[config.mk]
export PLATFORM = sky130hd
export DESIGN_NAME = fpadd_arbiter
export DESIGN_NICKNAME = d
export VERILOG_FILES = /design/src/rtl/fpadd_arbiter.sv
export SDC_FILE = /design/constraint.sdc
export NUM_CORES = 1
export LEC_CHECK = 0
export ABC_CLOCK_PERIOD_IN_PS = 3700
export BUFFER_PORTS_ARGS = -buffer_cell sky130_fd_sc_hd__buf_2
export CAP_MARGIN = 25
export CELL_PAD_IN_SITES_DETAIL_PLACEMENT = 1
export CELL_PAD_IN_SITES_GLOBAL_PLACEMENT = 2
export CORE_AREA = 4 4 197 151
export CTS_BUF_LIST = sky130_fd_sc_hd__clkbuf_8
export CTS_CLUSTER_SIZE = 24
export DETAILED_ROUTE_END_ITERATION = 16
export DIE_AREA = 0 0 201 155
export PLACE_DENSITY_LB_ADDON = 0.2
export SETUP_SLACK_MARGIN = 0.3
export SYNTH_ARGS = -nofsm -noshare
export SYNTH_HDL_FRONTEND = slang
export SYNTH_SLANG_ARGS = --single-unit
[constraint.sdc]
create_clock -name clk -period 3.7 [get_ports clk]
set_input_delay 0.555 -clock clk [delete_from_list [all_inputs] [get_ports clk]]
set_output_delay 0.555 -clock clk [all_outputs]
set_load 0.02 [all_outputs]
[src/rtl/fpadd_arbiter.sv]
// rtl/fpadd_arbiter.sv - round-robin sequencer sharing one multi-cycle fpadd unit
// Grants one requester at a time, runs fpadd with a done timeout, returns a tagged sum.
module fpadd_arbiter #(
  parameter int NREQ    = 4,
  parameter int TIMEOUT = 511
) (
  input  logic                 clk,
  input  logic                 reset,
  input  logic [NREQ-1:0]      req_valid,
  output logic [NREQ-1:0]      req_ready,
  input  logic [32*NREQ-1:0]   req_a,
  input  logic [32*NREQ-1:0]   req_b,
  output logic                 resp_valid,
  input  logic                 resp_ready,
  output logic [2:0]           resp_id,
  output logic [31:0]          resp_sum,
  output logic                 resp_err,
  output logic                 fp_start,
  output logic [31:0]          fp_a,
  output logic [31:0]          fp_b,
  input  logic [31:0]          fp_sum,
  input  logic                 fp_done
);

  localparam int          CW   = $clog2(TIMEOUT + 1);
  localparam logic [31:0] QNAN = 32'h7FC0_0000;

  typedef enum logic [1:0] {IDLE, ISSUE, WAIT, RESP} state_t;

  state_t        state_q, state_d;
  logic [2:0]    last_q, last_d;
  logic [2:0]    id_q, id_d;
  logic [CW-1:0] cnt_q, cnt_d;
  logic [31:0]   fp_a_q, fp_a_d, fp_b_q, fp_b_d;
  logic [31:0]   sum_q, sum_d;
  logic          err_q, err_d;

  logic [NREQ-1:0] rot;
  logic [2:0]      off;
  logic [3:0]      sumidx;
  logic [2:0]      gnt_idx;
  logic            gnt_found;
  logic [31:0]     sel_a, sel_b;

  // Rotate valids so bit 0 is the requester after last; first set bit wins.
  always_comb begin
    rot       = NREQ'({req_valid, req_valid} >> (last_q + 3'd1));
    gnt_found = 1'b0;
    off       = '0;
    for (int k = 0; k < NREQ; k++) begin
      if (!gnt_found && rot[k]) begin
        gnt_found = 1'b1;
        off       = 3'(k);
      end
    end
    sumidx = 4'(last_q) + 4'(off) + 4'd1;
    if (sumidx >= 4'(NREQ)) begin
      sumidx = sumidx - 4'(NREQ);
    end
    gnt_idx = sumidx[2:0];
  end

  always_comb begin
    sel_a = '0;
    sel_b = '0;
    for (int i = 0; i < NREQ; i++) begin
      if (gnt_idx == 3'(i)) begin
        sel_a = req_a[32*i +: 32];
        sel_b = req_b[32*i +: 32];
      end
    end
  end

  always_ff @(posedge clk or posedge reset) begin
    if (reset) begin
      state_q <= IDLE;
      last_q  <= 3'(NREQ - 1);
      id_q    <= '0;
      cnt_q   <= '0;
      fp_a_q  <= '0;
      fp_b_q  <= '0;
      sum_q   <= '0;
      err_q   <= 1'b0;
    end else begin
      state_q <= state_d;
      last_q  <= last_d;
      id_q    <= id_d;
      cnt_q   <= cnt_d;
      fp_a_q  <= fp_a_d;
      fp_b_q  <= fp_b_d;
      sum_q   <= sum_d;
      err_q   <= err_d;
    end
  end

  always_comb begin
    state_d = state_q;
    last_d  = last_q;
    id_d    = id_q;
    cnt_d   = cnt_q;
    fp_a_d  = fp_a_q;
    fp_b_d  = fp_b_q;
    sum_d   = sum_q;
    err_d   = err_q;
    case (state_q)
      IDLE: begin
        if (gnt_found) begin
          fp_a_d  = sel_a;
          fp_b_d  = sel_b;
          id_d    = gnt_idx;
          last_d  = gnt_idx;
          state_d = ISSUE;
        end
      end
      ISSUE: begin
        cnt_d   = '0;
        state_d = WAIT;
      end
      // fp_done may still be high from the previous op during ISSUE, so only WAIT looks at it.
      WAIT: begin
        if (fp_done) begin
          sum_d   = fp_sum;
          err_d   = 1'b0;
          state_d = RESP;
        end else if (cnt_q == CW'(TIMEOUT)) begin
          sum_d   = QNAN;
          err_d   = 1'b1;
          state_d = RESP;
        end else begin
          cnt_d = cnt_q + 1'b1;
        end
      end
      RESP: begin
        if (resp_ready) begin
          state_d = IDLE;
        end
      end
      default: state_d = IDLE;
    endcase
  end

  always_comb begin
    req_ready  = '0;
    fp_start   = 1'b0;
    resp_valid = 1'b0;
    case (state_q)
      IDLE:  req_ready  = gnt_found ? (NREQ'(1) << gnt_idx) : '0;
      ISSUE: fp_start   = 1'b1;
      RESP:  resp_valid = 1'b1;
      default: ;
    endcase
  end

  assign fp_a     = fp_a_q;
  assign fp_b     = fp_b_q;
  assign resp_id  = id_q;
  assign resp_sum = sum_q;
  assign resp_err = err_q;

endmodule
# ---- Word-level counts from Yosys, hierarchy flattened
# Index checks and enable logic that the tools add are counted.
dict set report op_classes {
  n_addsub 5
  n_mul 0
  div 0
  n_lt_le_gt_ge 1
  n_eq_ne 12
  shift 2
  muxes 32
  bitwise 0
  reduce_logical 14
}
# cell count
set ops {}
lappend ops {{$mux W32} 10}
lappend ops {{$mux W9} 2}
lappend ops {{$pmux W9 S2} 1}
lappend ops {{$add A9 B1 Y9 const B} 1}
lappend ops {{$eq A9 B9 Y1 const B} 1}
lappend ops {{$mux W1} 9}
lappend ops {{$mux W3} 3}
lappend ops {{$mux W2} 4}
lappend ops {{$mux W4} 2}
lappend ops {{$ne A2 B2 Y1 const B} 4}
lappend ops {{$pmux W2 S4} 1}
lappend ops {{$shr A8 B3 Y4} 1}
lappend ops {{$eq A3 B2 Y1 const B} 2}
lappend ops {{$reduce_and A3 Y1} 2}
lappend ops {{$add A3 B3 Y4} 1}
lappend ops {{$add A4 B1 Y4 const B} 1}
lappend ops {{$eq A2 B2 Y1 const B} 2}
lappend ops {{$ge A4 B3 Y1 const B} 1}
lappend ops {{$reduce_and A2 Y1} 2}
lappend ops {{$reduce_bool A2 Y1} 2}
lappend ops {{$shl A1 B3 Y4 const A} 1}
lappend ops {{$add A3 B1 Y3 const B} 1}
lappend ops {{$eq A3 B1 Y1 const B} 1}
lappend ops {{$logic_and A1 B1 Y1} 3}
lappend ops {{6 further kinds} 8}
dict set report word_totals {
  ff_bits 114
  latchBits 0
  ramBits 0
  rom_bits 0
  input_bits 296
  output_inout_bits 106
  word_cells 74
  memories 0
}

# ---- Logic depth before layout (Yosys ltp)
# Gate-level depths: netlist of run 1.
dict set report depth {
  word_depth 21
  ltp_mapped 14
  mapped_depth_nobuf 12
}

# ---- Least setup slack after synthesis of run 1
# No wires, ideal clock.
dict set report synth_timing {
  path_kind {reg2out}
  startpoint {register last_q[0]}
  endpoint {output port req_ready[1]}
  arrival_ns 3.500
  t_required_ns 3.145
  setup_slack_ns -0.355
  stages_incl_launch_ff 12
  path_buffers 3
  cell_sequence {dfstp_2 > ha_1 > buf_2 > o21ai_0 > o221ai_1 > a221oi_1 > o31ai_1 > ha_1 > fa_1 > clkbuf_1 > clkbuf_1 > nor4b_1}
}
dict set report synth_via {
  elab_chain_cells 19
  elab_cells_between_ends 23
  cone_classes {4 x add/sub; 1 x order compare; 2 x shift; 10 x mux; 6 x reduce/logical}
}
# element line
set synth_lines {}
lappend synth_lines {{start: declaration} 31} ;# logic [2:0] last_q, last_d;
lappend synth_lines {{start signal: assignment} 77} ;# last_q <= 3'(NREQ - 1);
lappend synth_lines {{start signal: assignment} 86} ;# last_q <= last_d;
lappend synth_lines {{$add A3 B1 Y3} 47} ;# rot = NREQ'({req_valid, req_valid} >> (last_q + 3'd1));
lappend synth_lines {{$shr A8 B3 Y4} 47}
lappend synth_lines {{$mux W1} 51} ;# if (!gnt_found && rot[k]) begin
lappend synth_lines {{$logic_not A1 Y1} 51}
lappend synth_lines {{$logic_and A1 B1 Y1} 51}
lappend synth_lines {{$mux W1} 51}
lappend synth_lines {{$logic_not A1 Y1} 51}
lappend synth_lines {{$logic_and A1 B1 Y1} 51}
lappend synth_lines {{[3 not listed]} n/a}
lappend synth_lines {{$mux W3} 51}
lappend synth_lines {{$add A3 B3 Y4} 56} ;# sumidx = 4'(last_q) + 4'(off) + 4'd1;
lappend synth_lines {{$add A4 B1 Y4} 56}
lappend synth_lines {{$ge A4 B3 Y1 or $sub A3 B3 Y3 (tied branches)} {57, 58}}
lappend synth_lines {{$mux W3} 57} ;# if (sumidx >= 4'(NREQ)) begin
lappend synth_lines {{$shl A1 B3 Y4} 147} ;# IDLE: req_ready = gnt_found ? (NREQ'(1) << gnt_idx) : '0;
lappend synth_lines {{$mux W4 *} 147}
lappend synth_lines {{$mux W4 *} 146} ;# case (state_q)
lappend synth_lines {{end: declaration} 10} ;# output logic [NREQ-1:0] req_ready,
# Every way passes the cells marked *; elsewhere a longest branch is shown, timed or not.

# ---- Worst setup path in the final report of run 1
dict set report layout_timing {
  startpoint {register last_q[0]}
  endpoint {output port req_ready[2]}
}
# The elaborated chain is that of the path after synthesis.

==> flow_summary.rst, run 1 <==
.. list-table::
   :header-rows: 1

   * - Metric
     - Value
   * - Register bit total from synthesis
     - 113
   * - Critical Path End Type
     - output port
   * - Final hold violation count
     - 0
   * - Share of the yosys chip area belonging to registers
     - 0.4099
   * - Synthesized-area fraction occupied by xor and xnor cells
     - 0.008699
   * - Clock buffers created by TritonCTS
     - 17
   * - Fin util
     - 0.3747
   * - Critical-path maximum fanout
     - 6
   * - Post-route cell area
     - 10410 sq um
   * - Largest family of logic cells by synthesized area
     - multiplexers
   * - Worst setup slack before clock tree synthesis
     - -0.03374 ns
   * - Clock tree from TritonCTS
     - done
   * - Post-detailed-routing wire length
     - 27020 microns
   * - Post-CTS clock slew at the launch and capture registers of the worst setup and hold paths
     - 0.08 ns
   * - Maximum achievable frequency
     - 256.0 MHz
   * - Starting utilization of the core area
     - 0.2485
   * - Drt first-iter violations
     - 169
   * - Arr. time, crit path
     - 3.35 ns
   * - Kind of start point of the critical path
     - register
   * - Number of placement rows
     - 53
   * - Number of max-slew violations in the final report
     - 0
   * - Required time of the worst setup path
     - 3.14 ns
   * - Area grow syn2layout
     - 50.82%
   * - Vias in the first global route
     - 6395
   * - Hold_ws
     - 0.2854 ns
   * - Setup repair after global routing missed its margin
     - yes
   * - Number of non-filler instances in the completed layout
     - 1279
   * - Commonest non-fill, non-tap cell in the layout
     - sky130_fd_sc_hd__buf_2
   * - Area share of the leading cell type in the synthesized netlist
     - 0.4023
   * - Normalized max-slew margin
     - 0.3490
   * - Largest area contributor in the netlist
     - sky130_fd_sc_hd__dfrtp_1
   * - Vias
     - 5885
   * - Post-route setup slack
     - -0.2065 ns
   * - Clk Latency, worst-skew pair
     - 0.44 ns
   * - Boundary Pins
     - 402
   * - Share of the synthesized area in compound gates (AO/OA/AOI/OAI)
     - 0.06814
   * - Final weighted congestion of routability-driven global placement
     - 0.7516
   * - Worst-case clock buffer depth
     - 2
   * - DRC
     - 0
   * - Gate Count Post-Synth
     - 487
   * - Maxcap violations
     - 0
   * - Largest cells by area after synthesis
     - sky130_fd_sc_hd__dfrtp_1 40%, sky130_fd_sc_hd__mux4_2 21%, sky130_fd_sc_hd__mux2_4 13%, sky130_fd_sc_hd__nor2b_1 6.1%, sky130_fd_sc_hd__a22o_1 2.9%
   * - Layout fillers
     - 3079
   * - Synth Warn #
     - 0
   * - Post-route ant nets
     - 0
   * - Syn avg cell area
     - 14.18 sq um
   * - Per-cell routed wire length
     - 21.12 microns
   * - Total overflow reported by the global router
     - 0
   * - Post-layout minimum cycle time
     - 3.907 ns
   * - Status
     - complete, but fails checks
   * - Actual slew at the worst max-slew pin
     - 0.9764 ns
   * - H-tree levels
     - 4
   * - Number of nets in the synthesized netlist
     - 793
   * - Simple-Gate Fraction of Synth Area
     - 0.09261
   * - Skew final
     - 0.01188 ns
   * - Hold Path Class
     - in2async
   * - Mux share of post-synthesis cell area
     - 0.3581
   * - Number of instances in the placed design
     - 1224
   * - Core Region
     - 27790 sq um
   * - Portion of the clock cycle consumed by the worst path in the final layout
     - 1.056
   * - Number of failing setup endpoints in the final timing report
     - 58
   * - Floorplan die width
     - 201 microns
   * - Count of clock tree sinks
     - 113
   * - Number of antenna violations at the first check in global routing
     - 5
   * - First-pass DRT Iterations
     - 4
   * - Most frequent cells in the layout
     - 397 x sky130_fd_sc_hd__buf_2, 111 x sky130_fd_sc_hd__dfrtp_1, 64 x sky130_fd_sc_hd__mux4_2
   * - Adder-cell share of the synthesized area
     - 0.01921
   * - Lkg Pwr
     - 5.154 nW
   * - All-layer global routing usage
     - 0.1673
   * - Fraction of final layout cells with drive strength greater than 1
     - 0.6957
   * - CP Class
     - reg2out
   * - Number of buffers inserted for hold repair after clock tree synthesis
     - 0
   * - Final layout net count
     - 1213
   * - Vertical die dimension
     - 155 microns
   * - Largest net degree at the start of global routing
     - 56
   * - Global-route wire length before repair
     - 39720 microns
   * - Post-synthesis cell type count
     - 49
   * - Placed inst area
     - 9458 sq um
   * - Power per cell area
     - 1492 nW/um^2
   * - Setup TNS after final layout
     - -6.671 ns
   * - Root buffer cell
     - sky130_fd_sc_hd__clkbuf_8
   * - Violations in the final reports
     - setup timing
   * - Post-synth design cell area
     - 6904 sq um
   * - Die Footprint
     - 31160 sq um
   * - Detailed placer's ending HPWL
     - 20400 microns
   * - IR Drop Worst-Case VDD
     - 0.0005238 V
   * - Detailed-route vias per instance
     - 4.601
   * - PnR Total Power
     - 15.54 mW
   * - Port Buffers
     - 401
[Yosys cell counts, drive strengths merged]
library cell and instances:
dfrtp 111, nor2b 67, mux2 65, mux4 64, a22o 23, clkbuf 23, buf 17, inv 14
nand3 10, nor2 10, ha 9, o21ai 9, o22a 9, a21oi 7, mux2i 7, nand2 6
xor2 4, and3 2, dfstp 2, nand2b 2, nor3 2, nor4b 2, o21a 2, or2b 2
xnor2 2, a211oi 1, a21o 1, a221oi 1, a31oi 1, and2 1, fa 1, nor3b 1
nor4 1, o2111ai 1, o211ai 1, o221ai 1, o22ai 1, o31ai 1, o32a 1, or3 1
or3b 1
[sequential cells by signal, indices dropped and copies added (netlist names)]
name and flops:
cnt_q 9, fp_a 32, fp_b 32, last_q 3
resp_err 1, resp_id 2, resp_sum 32, state_q 2
[power by group]
group          total (mW)  switching, mW  leakage, nW  internal [mW]
combinational        12.0           4.96         3.58           7.06
sequential           2.21          0.334         1.35           1.88
clock                1.29          0.565        0.217          0.729
[logic make-up (layout without fill, tap and decap cells)]
logic type	after synthesis	after routing
other cells	0	2
fa+ha+maj	10	10
buf+inv	54	487
simple gates	108	108
flops	113	113
mux	136	136
compound gates	60	60
xor+xnor	6	6
[final cells by class]
type | instances | area [sq um] | area share
inverter | 14 | 56.30 | 0.005407
multi-input combinational | 320 | 4006 | 0.3848
sequential | 113 | 2830 | 0.2718
clock inverter | 15 | 193.9 | 0.01863
clock buffer | 17 | 234.0 | 0.02247
timing repair buffer | 441 | 2640 | 0.2535
tap | 357 | 446.7 | 0.04290
antenna | 2 | 5.005 | 0.0004807
[final timing paths]
path	startpoint	endpoint	slack, ns	cells past startpoint
worst min-delay path	reset	resp_sum[18]	0.29	2
max in group asynchronous	reset	last_q[0]	2.55	3
worst max-delay path	last_q[0]	req_ready[2]	-0.21	11
worst max register to register	last_q[0]	fp_a[11]	-0.20	15
worst min register to register	resp_sum[7]	resp_sum[7]	0.50	1
min in group clk	fp_sum[23]	resp_sum[23]	0.33	2
[what timing repair did]
item / in CTS / in global routing
pin swaps: 5 / 5
hold endpoints to repair: 0 / 0
gates resized for setup: 25 / 31
buffers inserted: 9 / 5
cloned: 6 / 1
setup endpoints to repair: 68 / 69
[layer usage]
metal  GRT usage  vias up  share of wire
met5           0        -         0.0013
met4     0.04258        6          0.013
met3     0.06564       26          0.079
met2      0.2816      234           0.50
met1      0.2025     2940           0.40
li1            -     2679              -
[worst max-delay path, stage by stage, from the launching register on]
cell	delay (ns)
sky130_fd_sc_hd__dfstp_2	0.56
sky130_fd_sc_hd__ha_4	0.23
sky130_fd_sc_hd__buf_6	0.14
sky130_fd_sc_hd__mux2i_2	0.17
sky130_fd_sc_hd__mux2i_1	0.12
sky130_fd_sc_hd__a21o_1	0.21
sky130_fd_sc_hd__nor2_4	0.13
sky130_fd_sc_hd__inv_2	0.05
sky130_fd_sc_hd__fa_4	0.69
sky130_fd_sc_hd__buf_16	0.18
sky130_fd_sc_hd__nor4b_4	0.25
sky130_fd_sc_hd__buf_4	0.18
No activity file was read; power rests on OpenSTA's default activity.
==> inputs of run 2 (changes only) <==
CORE_AREA = 2 2 195 149   (was 4 4 197 151)
DIE_AREA = 0 0 197 151   (was 0 0 201 155)
==> flow_summary.rst, run 2 (synthesized netlist as in run 1, its figures left out) <==
.. list-table::
   :header-rows: 1

   * - Metric
     - Value
   * - Normalized max-slew margin
     - 0.3139 (-0.03510)
   * - Required time of the worst setup path
     - 3.14 ns (about the same)
   * - Worst setup slack before clock tree synthesis
     - 0.01797 ns (+0.05171 ns)
   * - Hold Path Class
     - in2async
   * - GRT met3 Usage
     - 0.06212 (-0.003514)
   * - Per-cell routed wire length
     - 20.38 microns (-3.5%)
   * - Number of buffers inserted for hold repair after clock tree synthesis
     - 0 (unchanged)
   * - Power per cell area
     - 1482 nW/um^2 (-0.67%)
   * - Layer with the highest usage
     - met2
   * - Status
     - complete, but fails checks
   * - Port Buffers
     - 401 (unchanged)
   * - Met1 global-route usage
     - 0.2034 (+0.0008902)
   * - Sequential Power Share
     - 0.142 (about the same)
   * - Clock buffers created by TritonCTS
     - 17 (unchanged)
   * - Largest net degree at the start of global routing
     - 52 (-7.1%)
   * - Vertical die dimension
     - 151 microns (-2.6%)
   * - Actual slew at the worst max-slew pin
     - 1.029 ns (+0.05266 ns)
   * - First-pass DRT Iterations
     - 4 (unchanged)
   * - Worst-case clock buffer depth
     - 2 (unchanged)
   * - Most frequent cells in the layout
     - 397 x sky130_fd_sc_hd__buf_2, 111 x sky130_fd_sc_hd__dfrtp_1, 64 x sky130_fd_sc_hd__mux4_2
   * - Global-route wire length before repair
     - 37490 microns (-5.6%)
   * - Post-detailed-routing wire length
     - 26310 microns (-2.6%)
   * - Final weighted congestion of routability-driven global placement
     - 0.7517 (about the same)
   * - Floorplan die width
     - 197 microns (-2.0%)
   * - Internal power of the cells
     - 9.726 mW (+0.54%)
   * - Cell chain of the critical path
     - ha_4 -> xor2_4 -> buf_6 -> buf_6 -> o211ai_2 -> a21o_1 -> nor2_4 -> inv_2 -> fa_4 -> buf_6 -> nor4b_4 -> buf_4
   * - Die Footprint
     - 29750 sq um (-4.5%)
   * - Clk Latency, worst-skew pair
     - 0.43 ns (about the same)
   * - Global routing met2 resource utilization
     - 0.2880 (+0.006418)
   * - Library cell contributing the largest single delay on the critical path
     - sky130_fd_sc_hd__fa_4
   * - Maximum achievable frequency
     - 254.1 MHz (-0.75%)
   * - Post-route ant nets
     - 0 (unchanged)
   * - Critical Path End Type
     - output port
   * - Arr. time, crit path
     - 3.38 ns (+0.03 ns)
   * - Number of failing setup endpoints in the final timing report
     - 51 (-12%)
   * - Largest stage delay, worst path
     - 0.85 ns (+0.16 ns)
   * - Total overflow reported by the global router
     - 0 (unchanged)
   * - Post-route cell area
     - 10510 sq um (+0.92%)
   * - Switching share of power
     - 0.3756 (-0.001828)
   * - Post-route setup slack
     - -0.2361 ns (-0.02951 ns)
   * - Clock tree from TritonCTS
     - done
   * - IR Drop Worst-Case VDD
     - 0.0007456 V (+42%)
   * - Core Region
     - 27720 sq um (-0.24%)
   * - Lkg Pwr
     - 5.216 nW (+1.2%)
   * - All-layer global routing usage
     - 0.1696 (+0.002348)
   * - Number of placement rows
     - 53 (unchanged)
   * - Vias
     - 5851 (-0.58%)
   * - Area grow syn2layout
     - 52.21%
   * - Critical-path maximum fanout
     - 4 (-2)
   * - Fraction of final layout cells with drive strength greater than 1
     - 0.6989 (+0.003273)
   * - Setup repair after global routing missed its margin
     - yes
   * - Skew final
     - 0.01130 ns (-0.0005816 ns)
   * - Kind of start point of the critical path
     - register
   * - PnR Total Power
     - 15.58 mW (+0.25%)
   * - Final hold violation count
     - 0 (unchanged)
   * - Combinational group share of total power
     - 0.773 (about the same)
   * - Detailed placer's ending HPWL
     - 19940 microns (-2.3%)
   * - Crit-path most repeated cell
     - sky130_fd_sc_hd__buf_6
   * - Boundary Pins
     - 402 (unchanged)
   * - Hold_ws
     - 0.08389 ns (-0.2015 ns)
   * - CP Class
     - reg2out
   * - Root buffer cell
     - sky130_fd_sc_hd__clkbuf_8
   * - Number of instances in the placed design
     - 1233 (+0.74%)
   * - Number of antenna violations at the first check in global routing
     - 7 (+2)
   * - Violations in the final reports
     - setup timing
   * - Post-CTS clock slew at the launch and capture registers of the worst setup and hold paths
     - 0.08 ns (about the same)
   * - Number of non-filler instances in the completed layout
     - 1291 (+0.94%)
   * - Commonest non-fill, non-tap cell in the layout
     - sky130_fd_sc_hd__buf_2
   * - Portion of the clock cycle consumed by the worst path in the final layout
     - 1.064 (+0.007975)
   * - DRC
     - 0 (unchanged)
   * - Starting utilization of the core area
     - 0.2491 (+0.0005944)
   * - Switch Pwr
     - 5.850 mW (-0.24%)
   * - Placed inst area
     - 9538 sq um (+0.85%)
   * - Count of clock tree sinks
     - 113 (unchanged)
   * - Clock network fraction of design power
     - 0.084 (about the same)
   * - Maxcap violations
     - 0 (unchanged)
   * - Post-layout minimum cycle time
     - 3.936 ns (+0.02951 ns)
   * - Detailed-route vias per instance
     - 4.532 (-1.5%)
   * - H-tree levels
     - 4 (unchanged)
   * - Vias in the first global route
     - 6229 (-2.6%)
   * - Drt first-iter violations
     - 180 (+6.5%)
   * - Number of max-slew violations in the final report
     - 0 (unchanged)
   * - Final layout net count
     - 1223 (+0.82%)
run 2: cell count changes in the layout (fill, tap and decap cells not counted), moves of 2 or more:
cell,before,now
sky130_fd_sc_hd__buf_16,5,2
sky130_fd_sc_hd__nor2b_4,9,11
sky130_fd_sc_hd__mux2i_1,5,7
sky130_fd_sc_hd__mux2i_2,2,0
sky130_fd_sc_hd__buf_12,10,14
sky130_fd_sc_hd__diode_2,2,4
sky130_fd_sc_hd__buf_4,20,23
sky130_fd_sc_hd__buf_6,4,11
sky130_fd_sc_hd__o21ai_1,3,1
run 2: metal layers:
| layer | up-vias | share of wire |
|---|---|---|
| met5 | - | 0.0015 |
| met4 | 6 | 0.010 |
| met3 | 19 | 0.081 |
| met2 | 232 | 0.50 |
| met1 | 2898 | 0.41 |
| li1 | 2696 | - |
run 2: power groups by stage:
stage          Combinational, mW  Clock [mW]  Sequential, mW
6_report                    12.0        1.31            2.22
4_1_cts                     11.2        1.37            2.22
2_1_floorplan               6.70           0            2.88
3_5_place_dp                9.92           0            2.22
3_3_place_gp                9.82           0            2.22
5_1_grt                     12.9        1.42            2.30
run 2: critical path: cells and delay by family (launching register included):
family                   cells  cell delay [ns]
adder cells (fa/ha/maj)      2             1.01
buffers and inverters        5             0.56
XOR/XNOR                     1             0.20
AND/OR/NAND/NOR              2             0.31
AO/OA/AOI/OAI                2             0.31
flip-flops                   1             0.56
run 2: final timing paths:
| check | start | end | slack, ns | cells past startpoint |
|---|---|---|---|---|
| hold reg to reg | resp_sum[0] | resp_sum[0] | 0.50 | 1 |
| min in group clk | fp_sum[24] | resp_sum[24] | 0.33 | 2 |
| setup / recovery | last_q[0] | req_ready[1] | -0.24 | 12 |
| setup reg to reg | last_q[0] | fp_a[17] | -0.18 | 16 |
| max in group asynchronous | reset | fp_b[19] | 2.72 | 4 |
| hold / removal | reset | resp_sum[3] | 0.08 | 2 |
run 2: final cells by class:
cell class,count,area [sq um]
fillers,3065,17210
flip-flops and latches,113,2830
clock inverters,14,188.9
repair buffers,451,2716
inverters,14,56.30
well taps,357,446.7
clock buffers,18,247.7
diodes,4,10.01
multi-input cells,320,4013
run 2: timing repair:
| item | in CTS | in global routing |
|---|---|---|
| buffers inserted | 10 | 7 |
| pin swaps | 5 | 7 |
| gates cloned | 3 | 2 |
| gates resized for setup | 25 | 35 |
| endpoints found under the setup margin | 68 | 68 |
run 2: through the flow:
| stage | util | TNS (ns) |
|---|---|---|
| 6_report | 0.3791 | -6.215 |
| 5_1_grt | 0.3791 | -12.44 |
| 4_1_cts | 0.3692 | -4.058 |
| 3_5_place_dp | 0.3441 | 0 |
| 3_3_place_gp | 0.3434 | 0 |
| 2_1_floorplan | - | 0 |
